### src/rtl/capture_dump_if.sv
// Bundle of the sample, command, UART and shared-RAM signals seen by capture_dump_ctrl.
// master = the controller side, slave = the surrounding sample source, UART and RAM.
interface capture_dump_if #(
  parameter int ADDR_W = 8
) ();
  logic [15:0]       sig_word;
  logic              sig_stb;
  logic [7:0]        rx_dat;
  logic              rx_valid;
  logic              tx_busy;
  logic              tx_start;
  logic [7:0]        tx_dat;
  logic [ADDR_W-1:0] ram_addr;
  logic [15:0]       ram_wdata;
  logic              ram_we;
  logic [15:0]       ram_rdata;
  logic              busy;
  logic              done;

  modport master (
    input  sig_word, sig_stb, rx_dat, rx_valid, tx_busy, ram_rdata,
    output tx_start, tx_dat, ram_addr, ram_wdata, ram_we, busy, done
  );

  modport slave (
    output sig_word, sig_stb, rx_dat, rx_valid, tx_busy, ram_rdata,
    input  tx_start, tx_dat, ram_addr, ram_wdata, ram_we, busy, done
  );
endinterface

### src/rtl/capture_dump_ctrl.sv
// Captures strobed 16-bit sample words into a shared RAM and dumps them over a UART, low byte first.
// Macro CAPTURE_TRIGGER_EN adds an ARM state that skips all-0/all-1 words before capture begins.
module capture_dump_ctrl #(
  parameter int         ADDR_W  = 8,
  parameter logic [7:0] CMD_CAP = 8'h43,
  parameter logic [7:0] CMD_DMP = 8'h44,
  parameter logic [7:0] CMD_ABT = 8'h41
) (
  input  logic           clk,
  input  logic           rst,
  capture_dump_if.master bus
);
  localparam logic [ADDR_W-1:0] LAST_ADDR = '1;

  typedef enum logic [3:0] {
    IDLE = 4'd0,
`ifdef CAPTURE_TRIGGER_EN
    ARM  = 4'd1,
`endif
    CAP  = 4'd2,
    RD   = 4'd3,
    RDW  = 4'd4,
    TXL  = 4'd5,
    WTL  = 4'd6,
    TXH  = 4'd7,
    WTH  = 4'd8
  } state_t;

`ifdef CAPTURE_TRIGGER_EN
  function automatic logic is_fill(input logic [15:0] w);
    return (w == 16'h0000) || (w == 16'hFFFF);
  endfunction
`endif

  state_t            state_q, state_nxt;
  logic [ADDR_W-1:0] addr_q, addr_nxt;
  logic              wr_vld_p1, wr_vld_nxt;
  logic [15:0]       wr_dat_p1, wr_dat_nxt;
  logic              tx_vld_p1, tx_vld_nxt;
  logic [7:0]        tx_dat_p1, tx_dat_nxt;
  logic [15:0]       held_q, held_nxt;
  logic              done_q, done_nxt;
  logic              seen_q, seen_nxt;

  logic cmd_cap, cmd_dmp, cmd_abt, last_wr;

  assign cmd_cap = bus.rx_valid && (bus.rx_dat == CMD_CAP);
  assign cmd_dmp = bus.rx_valid && (bus.rx_dat == CMD_DMP);
  assign cmd_abt = bus.rx_valid && (bus.rx_dat == CMD_ABT);
  assign last_wr = wr_vld_p1 && (addr_q == LAST_ADDR);

  always_ff @(posedge clk or negedge rst) begin
    if (!rst) begin
      state_q   <= IDLE;
      addr_q    <= '0;
      wr_vld_p1 <= 1'b0;
      wr_dat_p1 <= '0;
      tx_vld_p1 <= 1'b0;
      tx_dat_p1 <= '0;
      held_q    <= '0;
      done_q    <= 1'b0;
      seen_q    <= 1'b0;
    end else begin
      state_q   <= state_nxt;
      addr_q    <= addr_nxt;
      wr_vld_p1 <= wr_vld_nxt;
      wr_dat_p1 <= wr_dat_nxt;
      tx_vld_p1 <= tx_vld_nxt;
      tx_dat_p1 <= tx_dat_nxt;
      held_q    <= held_nxt;
      done_q    <= done_nxt;
      seen_q    <= seen_nxt;
    end
  end

  always_comb begin
    state_nxt  = state_q;
    addr_nxt   = addr_q;
    wr_vld_nxt = 1'b0;
    wr_dat_nxt = wr_dat_p1;
    tx_vld_nxt = 1'b0;
    tx_dat_nxt = tx_dat_p1;
    held_nxt   = held_q;
    done_nxt   = done_q;
    seen_nxt   = seen_q;

    if (cmd_abt) begin
      state_nxt = IDLE;
    end else begin
      unique case (state_q)
        IDLE: begin
          if (cmd_cap) begin
            done_nxt  = 1'b0;
            addr_nxt  = '0;
`ifdef CAPTURE_TRIGGER_EN
            state_nxt = ARM;
`else
            state_nxt = CAP;
`endif
          end else if (cmd_dmp) begin
            addr_nxt  = '0;
            state_nxt = RD;
          end
        end
`ifdef CAPTURE_TRIGGER_EN
        ARM: begin
          if (bus.sig_stb && !is_fill(bus.sig_word)) begin
            wr_vld_nxt = 1'b1;
            wr_dat_nxt = bus.sig_word;
            state_nxt  = CAP;
          end
        end
`endif
        CAP: begin
          // The write issued last cycle lands at addr_q; advance past it, finish after the top word.
          if (wr_vld_p1) begin
            addr_nxt = addr_q + 1'b1;
            if (addr_q == LAST_ADDR) begin
              done_nxt  = 1'b1;
              state_nxt = IDLE;
            end
          end
          if (bus.sig_stb && !last_wr) begin
            wr_vld_nxt = 1'b1;
            wr_dat_nxt = bus.sig_word;
          end
        end
        RD:  state_nxt = RDW;
        RDW: begin
          held_nxt  = bus.ram_rdata;
          state_nxt = TXL;
        end
        TXL: begin
          if (!bus.tx_busy) begin
            tx_vld_nxt = 1'b1;
            tx_dat_nxt = held_q[7:0];
            seen_nxt   = 1'b0;
            state_nxt  = WTL;
          end
        end
        WTL: begin
          // tx_busy in the tx_start cycle may be stale from the previous byte.
          if (!tx_vld_p1) begin
            if (bus.tx_busy)  seen_nxt  = 1'b1;
            else if (seen_q)  state_nxt = TXH;
          end
        end
        TXH: begin
          if (!bus.tx_busy) begin
            tx_vld_nxt = 1'b1;
            tx_dat_nxt = held_q[15:8];
            seen_nxt   = 1'b0;
            state_nxt  = WTH;
          end
        end
        WTH: begin
          if (!tx_vld_p1) begin
            if (bus.tx_busy) begin
              seen_nxt = 1'b1;
            end else if (seen_q) begin
              addr_nxt  = addr_q + 1'b1;
              state_nxt = (addr_q == LAST_ADDR) ? IDLE : RD;
            end
          end
        end
        default: state_nxt = IDLE;
      endcase
    end
  end

  assign bus.ram_addr  = addr_q;
  assign bus.ram_wdata = wr_dat_p1;
  assign bus.ram_we    = wr_vld_p1;
  assign bus.tx_start  = tx_vld_p1;
  assign bus.tx_dat    = tx_dat_p1;
  assign bus.done      = done_q;
  assign bus.busy      = (state_q != IDLE);
endmodule

### src/flat_wrapper.sv
// flat-port wrapper written by rule: the top's interface ports become plain ports
module capture_dump_ctrl_flat 
#(
  parameter int         ADDR_W  = 8,
  parameter logic [7:0] CMD_CAP = 8'h43,
  parameter logic [7:0] CMD_DMP = 8'h44,
  parameter logic [7:0] CMD_ABT = 8'h41
)
  (clk, rst, bus_sig_word, bus_sig_stb, bus_rx_dat, bus_rx_valid, bus_tx_busy, bus_ram_rdata, bus_tx_start, bus_tx_dat, bus_ram_addr, bus_ram_wdata, bus_ram_we, bus_busy, bus_done);
  capture_dump_if #(.ADDR_W(ADDR_W)) bus_i ();
  input  logic clk;
  input  logic rst;
  input wire logic [$bits(bus_i.sig_word)-1:0] bus_sig_word;
  input wire logic [$bits(bus_i.sig_stb)-1:0] bus_sig_stb;
  input wire logic [$bits(bus_i.rx_dat)-1:0] bus_rx_dat;
  input wire logic [$bits(bus_i.rx_valid)-1:0] bus_rx_valid;
  input wire logic [$bits(bus_i.tx_busy)-1:0] bus_tx_busy;
  input wire logic [$bits(bus_i.ram_rdata)-1:0] bus_ram_rdata;
  output wire logic [$bits(bus_i.tx_start)-1:0] bus_tx_start;
  output wire logic [$bits(bus_i.tx_dat)-1:0] bus_tx_dat;
  output wire logic [$bits(bus_i.ram_addr)-1:0] bus_ram_addr;
  output wire logic [$bits(bus_i.ram_wdata)-1:0] bus_ram_wdata;
  output wire logic [$bits(bus_i.ram_we)-1:0] bus_ram_we;
  output wire logic [$bits(bus_i.busy)-1:0] bus_busy;
  output wire logic [$bits(bus_i.done)-1:0] bus_done;
  assign bus_i.sig_word = bus_sig_word;
  assign bus_i.sig_stb = bus_sig_stb;
  assign bus_i.rx_dat = bus_rx_dat;
  assign bus_i.rx_valid = bus_rx_valid;
  assign bus_i.tx_busy = bus_tx_busy;
  assign bus_i.ram_rdata = bus_ram_rdata;
  assign bus_tx_start = bus_i.tx_start;
  assign bus_tx_dat = bus_i.tx_dat;
  assign bus_ram_addr = bus_i.ram_addr;
  assign bus_ram_wdata = bus_i.ram_wdata;
  assign bus_ram_we = bus_i.ram_we;
  assign bus_busy = bus_i.busy;
  assign bus_done = bus_i.done;
  capture_dump_ctrl #(.ADDR_W(ADDR_W), .CMD_CAP(CMD_CAP), .CMD_DMP(CMD_DMP), .CMD_ABT(CMD_ABT)) u_core (.clk(clk), .rst(rst), .bus(bus_i));
endmodule
### config.mk
export PLATFORM = sky130hd
export DESIGN_NAME = capture_dump_ctrl_flat
export DESIGN_NICKNAME = d
export VERILOG_FILES = /design/src/rtl/capture_dump_if.sv /design/src/rtl/capture_dump_ctrl.sv /design/src/flat_wrapper.sv
export SDC_FILE = /design/constraint.sdc
export NUM_CORES = 1
export LEC_CHECK = 0
export BUFFER_PORTS_ARGS = -buffer_cell sky130_fd_sc_hd__buf_2
export CAP_MARGIN = 30
export CORE_MARGIN = 10
export CORE_UTILIZATION = 56
export DETAILED_ROUTE_END_ITERATION = 7
export PLACE_DENSITY = 0.84
export SKIP_LAST_GASP = 1
export SYNTH_ARGS = -nofsm -noshare
export SYNTH_HDL_FRONTEND = slang
export SYNTH_SLANG_ARGS = --single-unit
### constraint.sdc
create_clock -name clk -period 4.2 [get_ports clk]
set_clock_uncertainty 0.05 [all_clocks]
set_input_delay 0.42 -clock clk [delete_from_list [all_inputs] [get_ports clk]]
set_output_delay 0.42 -clock clk [all_outputs]
set_load 0.05 [all_outputs]
Word-level counts from Yosys, hierarchy flattened:

Cells that the tools add are included.

* bits in registers: 56
* word-level logic and storage cells: 105
* bits of input ports: 45

* bitwise logic cells: 1
* multiplexer cells: 39
* reduce and logical (&&, ||, !) cells: 21
* equality and inequality tests: 34
* add/sub/neg operators: 1

Operator list (count)
* $mux W8: 8
* $mux W4: 13
* $pmux W4 S8: 1
* $eq A8 B7 Y1 const B: 3
* $pmux W8 S3: 1
* $eq A4 B3 Y1 const B: 4
* $pmux W8 S2: 1
* $ne A3 B1 Y1 const B: 5
* $mux W1: 12
* $ne A2 B2 Y1 const B: 6
* $ne A3 B2 Y1 const B: 4
* $reduce_and A11 Y1: 1
* $ne A2 B1 Y1 const B: 5
* $reduce_and A5 Y1: 2
* $add A8 B1 Y8 const B: 1
* $eq A4 B2 Y1 const B: 2
* $eq A8 B8 Y1 const B: 1
* $reduce_and A7 Y1: 1
* $ne A3 B3 Y1 const B: 2
* $reduce_bool A2 Y1: 3
* $logic_and A1 B1 Y1: 5
* $eq A4 B4 Y1 const B: 1
* $logic_not A4 Y1: 1
* $ne A4 B1 Y1 const B: 1
* other kinds (10): 12

Depth between registers and ports, before layout:

Gate-level depths: netlist of the first run.

* depth in word-level cells: 7
* mapped depth: 7
* gate-level depth less buffers: 6

Worst setup path before layout of the first run:

Ideal clock, no wire load.

* path type: reg-to-reg
* from: reg u_core.addr_q[0], in the netlist u_core.bus.ram_addr[0]
* to: reg u_core.wr_dat_p1[0], in the netlist u_core.bus.ram_wdata[0]
* stages on the path, launching flop included: 8
* data arrival time: 2194 ps
* data required time: 4025 ps
* setup slack: 1830 ps
* setup time: 125 ps
* cell sequence: dfrtp_1 -> ha_1 -> nand3_1 -> o311a_1 -> and3_1 -> buf_4 -> buf_6 -> mux2_4

* longest elaborated chain between the ends: 5

Ends and longest elaborated chain
* from (decl): RTL line capture_dump_ctrl.sv:36 `logic [ADDR_W-1:0] addr_q, addr_nxt;`
* from (signal assigned): RTL line capture_dump_ctrl.sv:65 `addr_q <= addr_nxt;`
* $eq A8 B8 Y1: RTL line capture_dump_ctrl.sv:50 `assign last_wr = wr_vld_p1 && (addr_q == LAST_ADDR);`
* $logic_and A1 B1 Y1: RTL line capture_dump_ctrl.sv:50
* $logic_not A1 Y1: RTL line capture_dump_ctrl.sv:123 `if (bus.sig_stb && !last_wr) begin`
* $logic_and A1 B1 Y1: RTL line capture_dump_ctrl.sv:123
* $reduce_and A3 Y1 (no line)
* to (signal assigned): RTL line capture_dump_ctrl.sv:67 `wr_dat_p1 <= wr_dat_nxt;`
* to (decl): RTL line capture_dump_ctrl.sv:38 `logic [15:0] wr_dat_p1, wr_dat_nxt;`

No other way between the ends.
A chain may end at the register's enable or synchronous reset.

Worst setup path after layout of the first run:

* from: reg u_core.state_q[1]
* to: reg u_core.wr_dat_p1[11], in the netlist u_core.bus.ram_wdata[11]

* longest elaborated chain between the ends: 2

Ends and longest elaborated chain
* from (decl): RTL line capture_dump_ctrl.sv:35 `state_t state_q, state_nxt;`
* from (signal assigned): RTL line capture_dump_ctrl.sv:64 `state_q <= state_nxt;`
* $eq A4 B2 Y1: RTL line capture_dump_ctrl.sv:90 `unique case (state_q)`
* $reduce_and A3 Y1 (no line)

No other way between the ends.

==> results of run 1 <==
layout make-up:
type                    count  area, µm²  share of cell area, %
flip-flops and latches     56       1401                  42.42
inverters                   5      18.77                 0.5682
repair buffers             81      407.9                  12.35
well taps                  67      83.83                  2.538
multi-input cells         160       1280                  38.75
clock inverters             2      38.79                  1.174
clock buffers               6      72.57                  2.197
per-stage QoR:
step | worst slack (ps) | utilization (%) | area [µm²] | power (mW)
finish | 1706 | 69.47 | 3303 | 2.524
global route | 1453 | 69.47 | 3303 | 2.696
CTS | 1664 | 69.47 | 3303 | 2.549
detailed placement | 1632 | 67.13 | 3192 | 2.184
global placement | 1693 | 67.13 | 3192 | 2.150
floorplan | 1830 | - | 2770 | 1.915
layer usage:
metal  vias to the layer above  part of all wire (%)
li1                       1016                     -
met3                        11                   6.7
met1                      1024                    43
met4                         0                   1.5
met2                        75                    48
met5                         -                     0
power by group through the flow:
stage / Clock, mW / Combinational, mW / Sequential, mW
after floorplan: 0 / 0.601 / 1.31
after global placement: 0 / 1.23 / 0.924
after detailed placement: 0 / 1.25 / 0.933
after CTS: 0.364 / 1.26 / 0.928
after global routing: 0.385 / 1.34 / 0.966
final: 0.355 / 1.24 / 0.928
registers in the layout, summed over array words and instances (netlist names):
register              count
u_core.bus.ram_we         1
u_core.bus.ram_wdata     16
u_core.state_q            4
u_core.bus.done           1
u_core.seen_q             1
u_core.bus.tx_start       1
u_core.bus.tx_dat         8
u_core.held_q            16
u_core.bus.ram_addr       8
worst max path at each step:
stage                               end                   start  cells after the start  slack (ps)
6_report       u_core.bus.ram_wdata[11]       u_core.state_q[1]                      4        1710
5_1_grt        u_core.bus.ram_wdata[12]       u_core.state_q[0]                      4        1450
4_1_cts        u_core.bus.ram_wdata[15]       u_core.state_q[1]                      4        1660
3_5_place_dp           u_core.held_q[5]           bus_rx_dat[3]                      5        1630
3_3_place_gp           u_core.held_q[4]           bus_rx_dat[3]                      5        1690
2_1_floorplan   u_core.bus.ram_wdata[0]  u_core.bus.ram_addr[0]                      7        1830
logic make-up (layout without fill, tap and decap cells):
family / Yosys count / in the layout / synth area share, %
simple gates: 68 / 68 / 15.36
flops: 56 / 56 / 50.59
compound gates: 49 / 49 / 12.65
mux: 40 / 40 / 17.12
buf+inv: 16 / 94 / 3.206
xor+xnor: 2 / 2 / 0.6325
fa+ha+maj: 1 / 1 / 0.4516
cells in the final DEF, fill, tap and decap left out, types with 2 or more instances in the layout:
cell type                   n
sky130_fd_sc_hd__a22o_1     2
sky130_fd_sc_hd__mux2i_1    8
sky130_fd_sc_hd__nand4_1    2
sky130_fd_sc_hd__a32o_1     2
sky130_fd_sc_hd__nor2_1    10
sky130_fd_sc_hd__o31ai_1   13
sky130_fd_sc_hd__clkbuf_8   5
sky130_fd_sc_hd__buf_2     80
sky130_fd_sc_hd__o21ai_0    2
sky130_fd_sc_hd__dfrtp_1   56
sky130_fd_sc_hd__o21ai_1   14
sky130_fd_sc_hd__nor2b_1    5
sky130_fd_sc_hd__nand2b_1   2
sky130_fd_sc_hd__mux2_1    23
sky130_fd_sc_hd__and3_1     4
sky130_fd_sc_hd__inv_1      4
sky130_fd_sc_hd__a31oi_1    2
sky130_fd_sc_hd__nand4b_1   2
sky130_fd_sc_hd__a21oi_1    4
sky130_fd_sc_hd__mux2_4     9
sky130_fd_sc_hd__nand2_1   16
sky130_fd_sc_hd__a211oi_1   2
sky130_fd_sc_hd__nor3b_1    3
sky130_fd_sc_hd__nand3_1    8
==> run summary, run 1 <==
The worst setup path is launched from a register. The number of pins with negative max-slew slack in the final report came out at 0. The run finished with clean final reports. The first TritonRoute pass finished after 4 iterations. In the global route stage, met2 resource usage came out at 25.18%.

At the worst endpoint, the arrival time is 2640 ps. The tools report the total via count in the routed design as 2,126. For this design, the CTS-stage hold fixing added 0 buffers. The tools report the combinational cell fraction of total power as 49.2%.

Once the clock tree was built, the resizer swapped 0 gates to a different size. For this run, the slowest stage of the critical path takes 770 ps. The later pin in the worst-skew pair is clocked with a latency of 310 ps. The count of placed standard cells including taps is 369. Yosys mapped the design onto 56 distinct sky130hd cell types. TritonCTS built the clock tree. The critical path is of the reg2reg type. The floorplan step set the die width to 90.33 µm. For this block, the initial DRC count from the detailed router was 169. Timing would allow up to 401.0 MHz. 81 I/O pins were placed.

Relative to the synthesized area, the layout overhead comes to 19.24%. At the pin with the least slew margin, the transition time is 919.1 ps. Ranked by instance count, the synthesized netlist is headed by sky130_fd_sc_hd__dfrtp_1 (56), sky130_fd_sc_hd__mux2_1 (23), sky130_fd_sc_hd__nand2_1 (16), sky130_fd_sc_hd__o21ai_1 (14), sky130_fd_sc_hd__o31ai_1 (13). Counting flops and latches in the post-synthesis netlist gives 56. Once the floorplan was initialized, standard cells occupied 58.26% of the core. Sequential cells were found to cover 50.59% of the synthesized design area.

In the synthesized netlist the dominant register cell turns out to be sky130_fd_sc_hd__dfrtp_1. The largest buffer count on any clock path was 2. The run gives 369 as the number of filler instances in the final layout. Of the cells placed in the final design, the portion with a size suffix greater than 1 is 34.52%.

The tools report the number of nets produced by synthesis as 278. Global routing consumed, on the met3 layer, 4.821% of the routing resources. Headroom to the max-slew limit came out at 38.08%. For the clock group share of total power, the log shows 14.1%. Walking the worst path, the cells encountered are nor2b_1, o311a_1, and3_1, mux2_1. Counting flops with an async set or reset pin after synthesis yields a share of 100.0%. The run gives 167.0 ps as the minimum hold slack. The tool flagged a number of max-cap violations equal to 0. Register-to-register setup slack: 1710 ps.

At the end of routability-driven placement, the weighted congestion stood at 0.8990. In this run the most used layer during global routing was met2. The leading cell type by number of instances after synthesis was sky130_fd_sc_hd__dfrtp_1. In this run the core area contains 25 standard-cell rows. The number of diodes added for antenna fixing is 0.

The post-CTS setup-driven buffer insertion count came out at 0. The clock sink count was 56. Sorting the synthesized cells by area gives the leading types as sky130_fd_sc_hd__dfrtp_1 (51%), sky130_fd_sc_hd__mux2_1 (9.3%), sky130_fd_sc_hd__mux2_4 (4.9%).

Power spread over the standard cell area amounts to 764.0 nW/µm². The tools report the internal cell power as 1.359 mW. For this run, global-route usage on met1 was measured as 18.12%. After detailed routing, the number of vias per cell comes to 5.639.

Beginning of the worst register-to-register path: u_core.state_q[1]. Net switching is 46.15% of the power. The all-layer global routing usage is 15.12%, and the total congestion overflow after global routing is 0. The cell count after synthesis came out at 232. The total core area is 4755 µm². On the critical path, the stage with the largest delay is an instance of sky130_fd_sc_hd__and3_1. The post-CTS clock slew at the launch and capture registers of the worst setup and hold paths is 100 ps, and the per-instance average area after synthesis is 11.94 µm².

For this design the total switching power over the nets is 1.165 mW. Number of global-route vias before repair: 2,271. In this run the critical register-to-register path is captured at u_core.bus.ram_wdata[11]. The part of the power in registers came out at 36.8%. The area of the mapped netlist is 2770 µm², and the count of non-filler cells in the finished layout is 377. The setup total negative slack was 0 ps. For the wire length after detailed routing, the log shows 6.065 mm.

The die covers 8160 µm². The top cell type by total area after synthesis was sky130_fd_sc_hd__dfrtp_1. The run gives 0 as the count of endpoints failing hold in the final timing report.

The remaining antenna violation count is 0, and the area share of the largest cell type after synthesis is 50.59%. Initial antenna violation count: 0. Measured in cells, the most critical reg-to-reg path has a length of 4.

For the detailed-placement wirelength estimate, the log shows 4.448 mm. The number of enable-type register cells in the synthesized netlist is 0. IR analysis of the VDD net gives a maximum drop of 0.5079 mV.

The count of buffering cells on the critical path with inverters included was 0. The final layout net count came out at 355. Kind of end point of the critical path: a register. Largest driver fanout on the critical path: 19. The path type of the worst min-delay path was in2async. The deepest level of the CTS H-tree was 2. After detailed routing, the average wire length per cell comes to 16.09 µm. In this run, CTS created clock tree buffers numbering 5. The number of input and output port buffers inserted is 80. In the routed design, unresolved DRC markers number 0.

The run gives 0 as the number of warnings printed during yosys synthesis. The critical path data required time came out at 4350 ps. The first global-routing pass estimated 10.50 mm of wire. Setup repair after global routing left no endpoint under its margin. The cell family contributing the most delay on the critical path is simple AND/OR/NAND/NOR gates. The tree is rooted in a sky130_fd_sc_hd__clkbuf_8. Vertical die dimension: 90.33 µm. The final setup violation count is 0, and the largest net degree at the start of global routing is 57.

After layout, the minimum clock period comes to 2494 ps. The standby leakage power is 1.617 nW, and the share of the clock period used by the worst path after layout is 59.38%.
Power figures use the tool's default switching activity.
==> run 2, diff against run 1 <==
Settings changed: ABC_AREA set to 1, CORE_UTILIZATION 56 to 52, PLACE_DENSITY 0.84 to 0.79.
Clock period 4.2 ns to 2.5 ns, I/O delays scaled along.
==> run 2 against run 1 <==
Against the previous run:
- cell area increased by 3.8%
- die area grew 8.6%
- flip-flop and latch count unchanged
- sequential share of layout area fell by 1.6 points
- hold slack worse by 82 ps
- via count is 19% higher
- register-to-register slack got worse by 1000 ps
- synthesized cell count is 54% higher
- total power grew 74%
- first-iteration DRC count shrank 6.5%
- clock power grew 92%
==> run summary, run 2 <==
The remaining antenna violation count is 0. Counting flops with an async set or reset pin after synthesis yields a share of 100.0%. Together, buffers and inverters on the worst path number 2. The tools report the total core area as 5205 µm². After Yosys synthesis, full adders, half adders and majority gates account for 0.4376% of the synthesized area.

During I/O placement, the number of pins put on the boundary was 81. In this run the number of H-tree levels came out at 2. The iteration count of the initial detailed-routing pass was 4; the time the final worst path needs with I/O delays and setup was 1800 ps. The run gives 0 as the number of diodes added for antenna fixing. The top cell type by total area after synthesis is sky130_fd_sc_hd__dfrtp_1. The kind of end point of the critical path is a register. The worst-skew pair later-pin latency came out at 310 ps. Among all cell types in the netlist, the one instantiated most often is sky130_fd_sc_hd__nand2_1.

The post-route core utilization is 65.89%, and the power density relative to cell area is 1278 nW/µm². The count of buffers added on input and output ports is 80. In this run the critical register-to-register path is launched from u_core.bus.ram_addr[0].

The worst max-slew margin expressed relative to the limit was 60.19%. The flow ran to the end, and the final reports show no timing, DRC or antenna violations. Routed metal-1 wire length: 2.716 mm. The site row count was 26; the worst hold path depth was 3. The path type of the worst min-delay path is in2reg. The synthesized-area fraction occupied by ao, oa, aoi and oai cells is 6.171%, and the setup total negative slack is 0 ps. In the layout the commonest cells are sky130_fd_sc_hd__nand2_1 (125), sky130_fd_sc_hd__buf_2 (80), sky130_fd_sc_hd__dfrtp_1 (56). The number of global-route vias before repair is 2,418. Setup violations remaining at the end of the flow were counted as 0. For the count of non-filler cells in the finished layout, the log shows 510. The final layout net count was 486.

The clock root buffer master was sky130_fd_sc_hd__clkbuf_8. Routability-driven placement finished with a final weighted congestion of 0.8714. Die footprint: 8864 µm². After clock tree synthesis, the setup repair step added 0 buffers. Relative to the synthesized area, the layout overhead comes to 19.96%. The largest driver fanout on the critical path was 17; the worst ir drop on vdd was 0.7506 mV.

The xor/xnor share of the synthesized area came out at 0.6127%. The number of enable-type register cells in the synthesized netlist was 0; the share of layout cells above drive strength 1 was 28.41%. The combinational family with the most area after synthesis was simple AND/OR/NAND/NOR gates.

STA puts the critical path data required time at 2650 ps. The part of the Yosys area used for sequential elements came out at 49.02%. Clock-pin slew was measured on the worst setup and hold paths at 100 ps.

The tools report the detailed-placement wirelength estimate as 5.061 mm. The largest net degree at the start of global routing came out at 33. In this run, post-CTS repair resized a total of 0 instances.

The endpoint identified for the worst register-to-register timing path is u_core.bus.ram_wdata[9]. The leading cell type in the layout, fill and taps excluded is sky130_fd_sc_hd__nand2_1. The run gives 0 as the number of remaining DRC errors. After synthesis, the mean cell area works out to 8.008 µm². The area of the mapped netlist is 2859 µm². The first global-routing pass estimated 11.01 mm of wire.

Ranked by total cell area, the synthesized netlist is headed by sky130_fd_sc_hd__dfrtp_1 (49%), sky130_fd_sc_hd__nand2_1 (16%), sky130_fd_sc_hd__nand3_1 (5.6%). The tools report the cell count after synthesis as 357. The cell with the biggest individual delay on the critical path is sky130_fd_sc_hd__dfrtp_1. The first routing iteration left 158 violations. The routed design has 6.650 mm of wire. In the final routed layout, each cell accounts on average for 13.04 µm.

The critical path in this run is classified as reg2reg. The all-layer global routing usage is 14.93%, and the portion of netlist area occupied by mux cells is 0%. The max capacitance violation total is 0. No sink is reached through more buffers than the 2 on the longest clock path. The initial antenna violation count was 0; the total met3 wirelength after detailed routing was 541 µm.

OpenSTA, run right after detailed placement, puts the worst setup slack at 716.3 ps. The die boundary width came out at 94.15 µm. The count of placed standard cells including taps is 502. In the detailed route, the total length drawn on met2 is 3.302 mm. The vertical die dimension is 94.15 µm. TritonCTS built the clock tree. Synthesis produced a netlist with a net count of 403. On the critical path the largest part of the delay comes from simple AND/OR/NAND/NOR gates. The register-to-register setup slack was 700 ps. The largest stage delay on the critical path came out at 430 ps.

The register bit total from synthesis came out at 56. The path with the worst hold slack has its endpoint at u_core.bus.ram_wdata[10]. The share of the clock period used by the worst path after layout works out to 71.99%. Primary flip-flop cell chosen by synthesis mapping: sky130_fd_sc_hd__dfrtp_1. The count of endpoints failing hold in the final timing report is 0. Dividing the detail-routed via count by the number of cells gives 4.965. The area share of the largest cell type after synthesis is 49.02%. After layout, the worst setup slack is 700.3 ps.

The commonest cells after synthesis are sky130_fd_sc_hd__nand2_1 (125), sky130_fd_sc_hd__dfrtp_1 (56), sky130_fd_sc_hd__inv_1 (40), sky130_fd_sc_hd__nand3_1 (32), sky130_fd_sc_hd__nor2_1 (21). Clock tree synthesis inserted a total of 5 buffers. The critical path launch point type was a register. The clock net in this run drives a total of 56 sinks. Derived from the worst setup path, the maximum achievable clock frequency is 555.7 MHz. In this run, distinct cell masters in the synthesized netlist total 31.

The analysis attributes to cell leakage a power of 1.925 nW. The initial utilization of the core area, before any placement, comes to 54.93%. Origin of the worst min-delay path: bus_sig_word[10]. The synthesized-area fraction occupied by and/or/nand/nor cells works out to 34.62%. For this block, the via count after detailed routing is 2,532.

Setup repair after global routing left no endpoint under its margin. For the worst setup path, the data arrival time is 1950 ps. Walking the worst path, the cells encountered are ha_1, nand2_2, nor2_4, nand2_2, o21ai_2, inv_2, nand3_4, inv_6, nand2_1, nand2_1. For this run the aggregate overflow at the end of global routing stands at 0.

The number of filler instances in the final layout was 483. After detailed routing, no signal wire sits above met4. The number of pins with negative max-slew slack in the final report is 0, and the worst-case reg-to-reg path depth is 10. At the pin with the least slew margin, the transition time is 597.1 ps. Number of warnings printed during yosys synthesis: 0.
run 2: worst reg2reg max path, cell delays in order (launching register included):
cell and delay [ps]:
sky130_fd_sc_hd__dfrtp_1 430, sky130_fd_sc_hd__ha_1 210, sky130_fd_sc_hd__nand2_2 80, sky130_fd_sc_hd__nor2_4 140, sky130_fd_sc_hd__nand2_2 80, sky130_fd_sc_hd__o21ai_2 200
sky130_fd_sc_hd__inv_2 70, sky130_fd_sc_hd__nand3_4 180, sky130_fd_sc_hd__inv_6 130, sky130_fd_sc_hd__nand2_1 80, sky130_fd_sc_hd__nand2_1 50
run 2: logic make-up after synthesis:
kind of cell / count (synthesis)
flops: 56
simple gates: 212
xor+xnor: 2
buf+inv: 55
fa+ha+maj: 1
compound gates: 31
run 2: through the flow:
| step | total power [mW] | area (µm²) | hold WS [ps] |
|---|---|---|---|
| 2_1_floorplan | 3.220 | 2859 | -95.59 |
| 3_3_place_gp | 3.688 | 3291 | 239.8 |
| 3_5_place_dp | 3.739 | 3291 | 242.3 |
| 4_1_cts | 4.423 | 3430 | 73.03 |
| 5_1_grt | 4.683 | 3430 | 70.06 |
| 6_report | 4.383 | 3430 | 84.67 |
run 2: layout make-up:
cell class / count / area, µm² / area share (%)
sequential: 56 / 1401 / 40.86
multi-input combinational: 246 / 1196 / 34.88
timing repair buffer: 84 / 432.9 / 12.62
clock buffer: 5 / 68.82 / 2.007
clock inverter: 2 / 60.06 / 1.751
tap: 70 / 87.58 / 2.554
inverter: 47 / 182.7 / 5.327
run 2: worst max-delay path by stage:
| stage | start | endpoint | slack [ps] | cells after the start |
|---|---|---|---|---|
| floorplan | u_core.bus.ram_addr[0] | u_core.bus.ram_wdata[0] | 510 | 11 |
| global placement | u_core.state_q[2] | u_core.bus.tx_dat[2] | 790 | 6 |
| detailed placement | u_core.bus.ram_addr[0] | u_core.bus.ram_wdata[9] | 720 | 10 |
| CTS | u_core.state_q[0] | bus_busy | 700 | 5 |
| global route | u_core.bus.ram_addr[0] | u_core.bus.ram_wdata[8] | 550 | 10 |
| finish | u_core.bus.ram_addr[0] | u_core.bus.ram_wdata[9] | 700 | 10 |
run 2: layer usage:
metal | up-vias | track usage, %
met5 | - | 0
met4 | 0 | 4.810
met3 | 11 | 4.317
met2 | 72 | 25.92
met1 | 1168 | 17.15
li1 | 1281 | -
run 2: timing repair:
| action | 4_1_cts | 5_1_grt |
|---|---|---|
| endpoints found under the hold margin | 24 | 0 |
| hold buffers | 1 | 0 |
| endpoints found under the setup margin | 0 | 0 |
run 2: where the power goes:
group | total [mW] | leakage (nW) | internal, mW | switching, mW
Sequential | 1.49 | 0.709 | 1.27 | 0.226
Combinational | 2.21 | 1.15 | 0.564 | 1.64
Clock | 0.681 | 0.0642 | 0.394 | 0.287
Total | 4.38 | 1.93 | 2.23 | 2.16
==> run 3, diff against run 2 <==
Settings changed: CORE_UTILIZATION 52 to 47, PLACE_DENSITY 0.79 to 0.75.
Clock period 2.5 ns to 1.6 ns, I/O delays scaled along.
==> run 3 against run 2 <==
Against the previous run:
- first-iteration DRC count decreased by 3.8%
- sequential power grew 56%
- setup slack lost 700 ps
- combinational power grew 86%
- die area rose by 8.3%
- global-route usage hardly changed
- utilization shrank 0.70 points
- total power grew 64%
- sequential share of layout area fell by 4.4 points
- count of clock-buffer cells in the layout grew 1
- non-clock buffer count rose by 38
- critical path type unchanged
- largest power group unchanged
==> run summary, run 3 (synthesis gave the netlist of run 2 again) <==
In the layout the commonest cells are sky130_fd_sc_hd__nand2_1 (125), sky130_fd_sc_hd__buf_2 (79), sky130_fd_sc_hd__dfrtp_1 (50). Compared with the post-synthesis result, the final layout area differs by 35.01%. Measured along the x axis, the die boundary spans 98.00 µm. Clock tree synthesis inserted a total of 5 buffers. Leading cell type in the layout, fill and taps excluded: sky130_fd_sc_hd__nand2_1.

The H-tree was split into 2 levels. The kind of cell adding the most delay to the critical path is simple AND/OR/NAND/NOR gates. The wire length after detailed routing is 7.463 mm.

The run gives 0 as the number of remaining DRC errors. For this run, the detailed router's first-pass iteration total came to 4. Number of pins with negative max-slew slack in the final report: 0. After detailed routing, the average wire length per cell comes to 13.45 µm. The tools report the initial antenna violation count as 0. In this run the standard cell core region covers 5921 µm².

The logs give 57.3% for the combinational cell fraction of total power and 2,585 for the number of global-route vias before repair. For this design, the slowest cell found on the critical path is sky130_fd_sc_hd__dfrtp_2. The run finished with clean final reports. The tools report the critical path launch point type as a register.

The run gives 1750 ps as the data arrival time of the critical path. The count of nets left with antenna violations once routing finished came out at 0. The switching part of the total works out to 49.67%. The finished cells cover 3860 µm². The site row count was 28; the final layout net count was 526. At the pin with the least slew margin, the transition time is 423.5 ps.

The run gives 152 as the detailed router's first-iteration violation count. The tools report the number of diodes added for antenna fixing as 0. The count of endpoints failing hold in the final timing report was 0. The worst hold path belongs to the class in2reg. Clock root buffer master: sky130_fd_sc_hd__clkbuf_8. The post-route netlist has 33.33% of its cells at a drive strength greater than 1. The routed layout has 2,680 vias. The number of input and output port buffers inserted is 80, and the detailed-placement wirelength estimate is 5.242 mm.

TritonCTS built the clock tree. Clock tree synthesis found a total of 56 sinks. The setup path with the least slack is of type reg2reg. The tools report the total placed instance area as 3438 µm². The first global-routing pass estimated 12.24 mm of wire. On the worst path, the slowest cell contributes a delay of 400 ps. The kind of end point of the critical path is a register. The post-CTS clock slew at the launch and capture registers of the worst setup and hold paths came out at 100 ps. The initial core utilization is 48.29%. The logs give 10.3% for the clock group share of total power and 9603 µm² for the die footprint. The design draws 7.186 mW. For this run, the total global-route usage over all layers was measured as 14.90%. For the part of the power in registers, the log shows 32.4%.

For the largest net degree at the start of global routing, the log shows 57. The logs give 0 for the max capacitance violation total and 0 for the total congestion overflow after global routing. The internal power of the cells totals 3.617 mW.

The final setup violation count is 0, and the power density relative to cell area is 1862 nW/µm². The worst ir drop on vdd is 1.204 mV. The critical path contains buffers and inverters numbering 3 combined. Using the TritonRoute via totals, the vias-per-cell ratio works out to 4.829. The critical path goes through ha_4, nand2_4, nor2_4, nand2_2, o21ai_4, inv_2, nand3_4, buf_12, inv_8, nand2_2, nand2_1. The tools report the worst max-slew margin expressed relative to the limit as 71.66%.

For the finished layout, the period the worst path requires is 1599 ps. Data on the critical path is required at its endpoint by 1750 ps. The logs give 81 for the number of primary I/O pins and 625.4 MHz for the achievable frequency.

The largest driver fanout on the critical path is 4, and the standby leakage power is 2.134 nW. Summed over all nets, the switching power comes to 3.569 mW. In this design, the critical path's most frequently occurring cell is sky130_fd_sc_hd__nand2_2. The tools report the final weighted congestion in routability-driven placement as 0.8141. In this run the vertical extent of the chip is 98.00 µm. The clock passes through at most 2 buffers.

The final critical path takes up 99.94% of the cycle. Setup repair after global routing could not meet its margin everywhere. The worst-skew pair later-pin latency came out at 310 ps.
## run 3: layout make-up
cell class | count | area [µm²]
clock buffer | 6 | 72.57
clock inverter | 1 | 5.005
fill | 501 | 2061
inverter | 47 | 191.4
multi-input combinational | 246 | 1239
sequential | 56 | 1409
tap | 75 | 93.84
timing repair buffer | 122 | 827.0
timing repair inverter | 2 | 22.52
## run 3: what timing repair did
item / in CTS / in global routing
resized for setup: 3 / 15
gates cloned: 0 / 2
setup endpoints to repair: 2 / 38
setup buffers: 0 / 14
endpoints found under the hold margin: 69 / 0
hold buffers: 14 / 0
pin swaps: 2 / 6
## run 3: worst paths after layout
path	startpoint	end	slack, ps	cells after the start
max	u_core.bus.ram_addr[0]	u_core.bus.ram_wdata[5]	1	11
max reg2reg	u_core.bus.ram_addr[0]	u_core.bus.ram_wdata[5]	1	11
min reg2reg	u_core.bus.ram_wdata[14]	u_core.bus.ram_wdata[14]	430	2
max in group asynchronous	rst	u_core.bus.ram_addr[5]	910	3
min in group asynchronous	rst	u_core.bus.tx_dat[6]	330	3
min	bus_sig_word[0]	u_core.bus.ram_wdata[0]	10	3
## run 3: worst reg2reg max path: cells and delay by family (launching register included)
family | cells | cell delay (ps)
simple gates | 6 | 470
flops | 1 | 400
buf+inv | 3 | 250
compound gates | 1 | 170
fa+ha+maj | 1 | 150
## run 3: power by group through the flow
stage | logic (mW) | clock network, mW | registers [mW]
after global placement | 3.63 | 0 | 2.33
after floorplan | 1.60 | 0 | 3.45
after global routing | 4.48 | 0.812 | 2.40
after detailed placement | 3.70 | 0 | 2.35
after CTS | 3.76 | 0.754 | 2.33
final | 4.12 | 0.739 | 2.33
## run 3: routing by layer
layer	vias to the layer above	track usage (%)	wire length [µm]	share of wire, %
met5	-	0	0	0
met4	0	5.145	123	1.6
met3	10	3.665	409	5.5
met2	77	24.31	3658	49
met1	1231	18.74	3271	44
li1	1362	-	-	-
## run 3: metrics by stage
stage	setup WS [ps]	hold slack (ps)	instances	util [%]	TNS (ps)
2_1_floorplan	-181.3	-185.6	357	-	-2257
5_1_grt	-62.93	3.840	555	65.19	-948.4
3_3_place_gp	66.45	133.0	518	58.07	0
3_5_place_dp	17.04	134.2	518	58.07	0
4_1_cts	-5.403	3.022	539	61.90	-5.403
6_report	0.9974	9.829	555	65.19	0
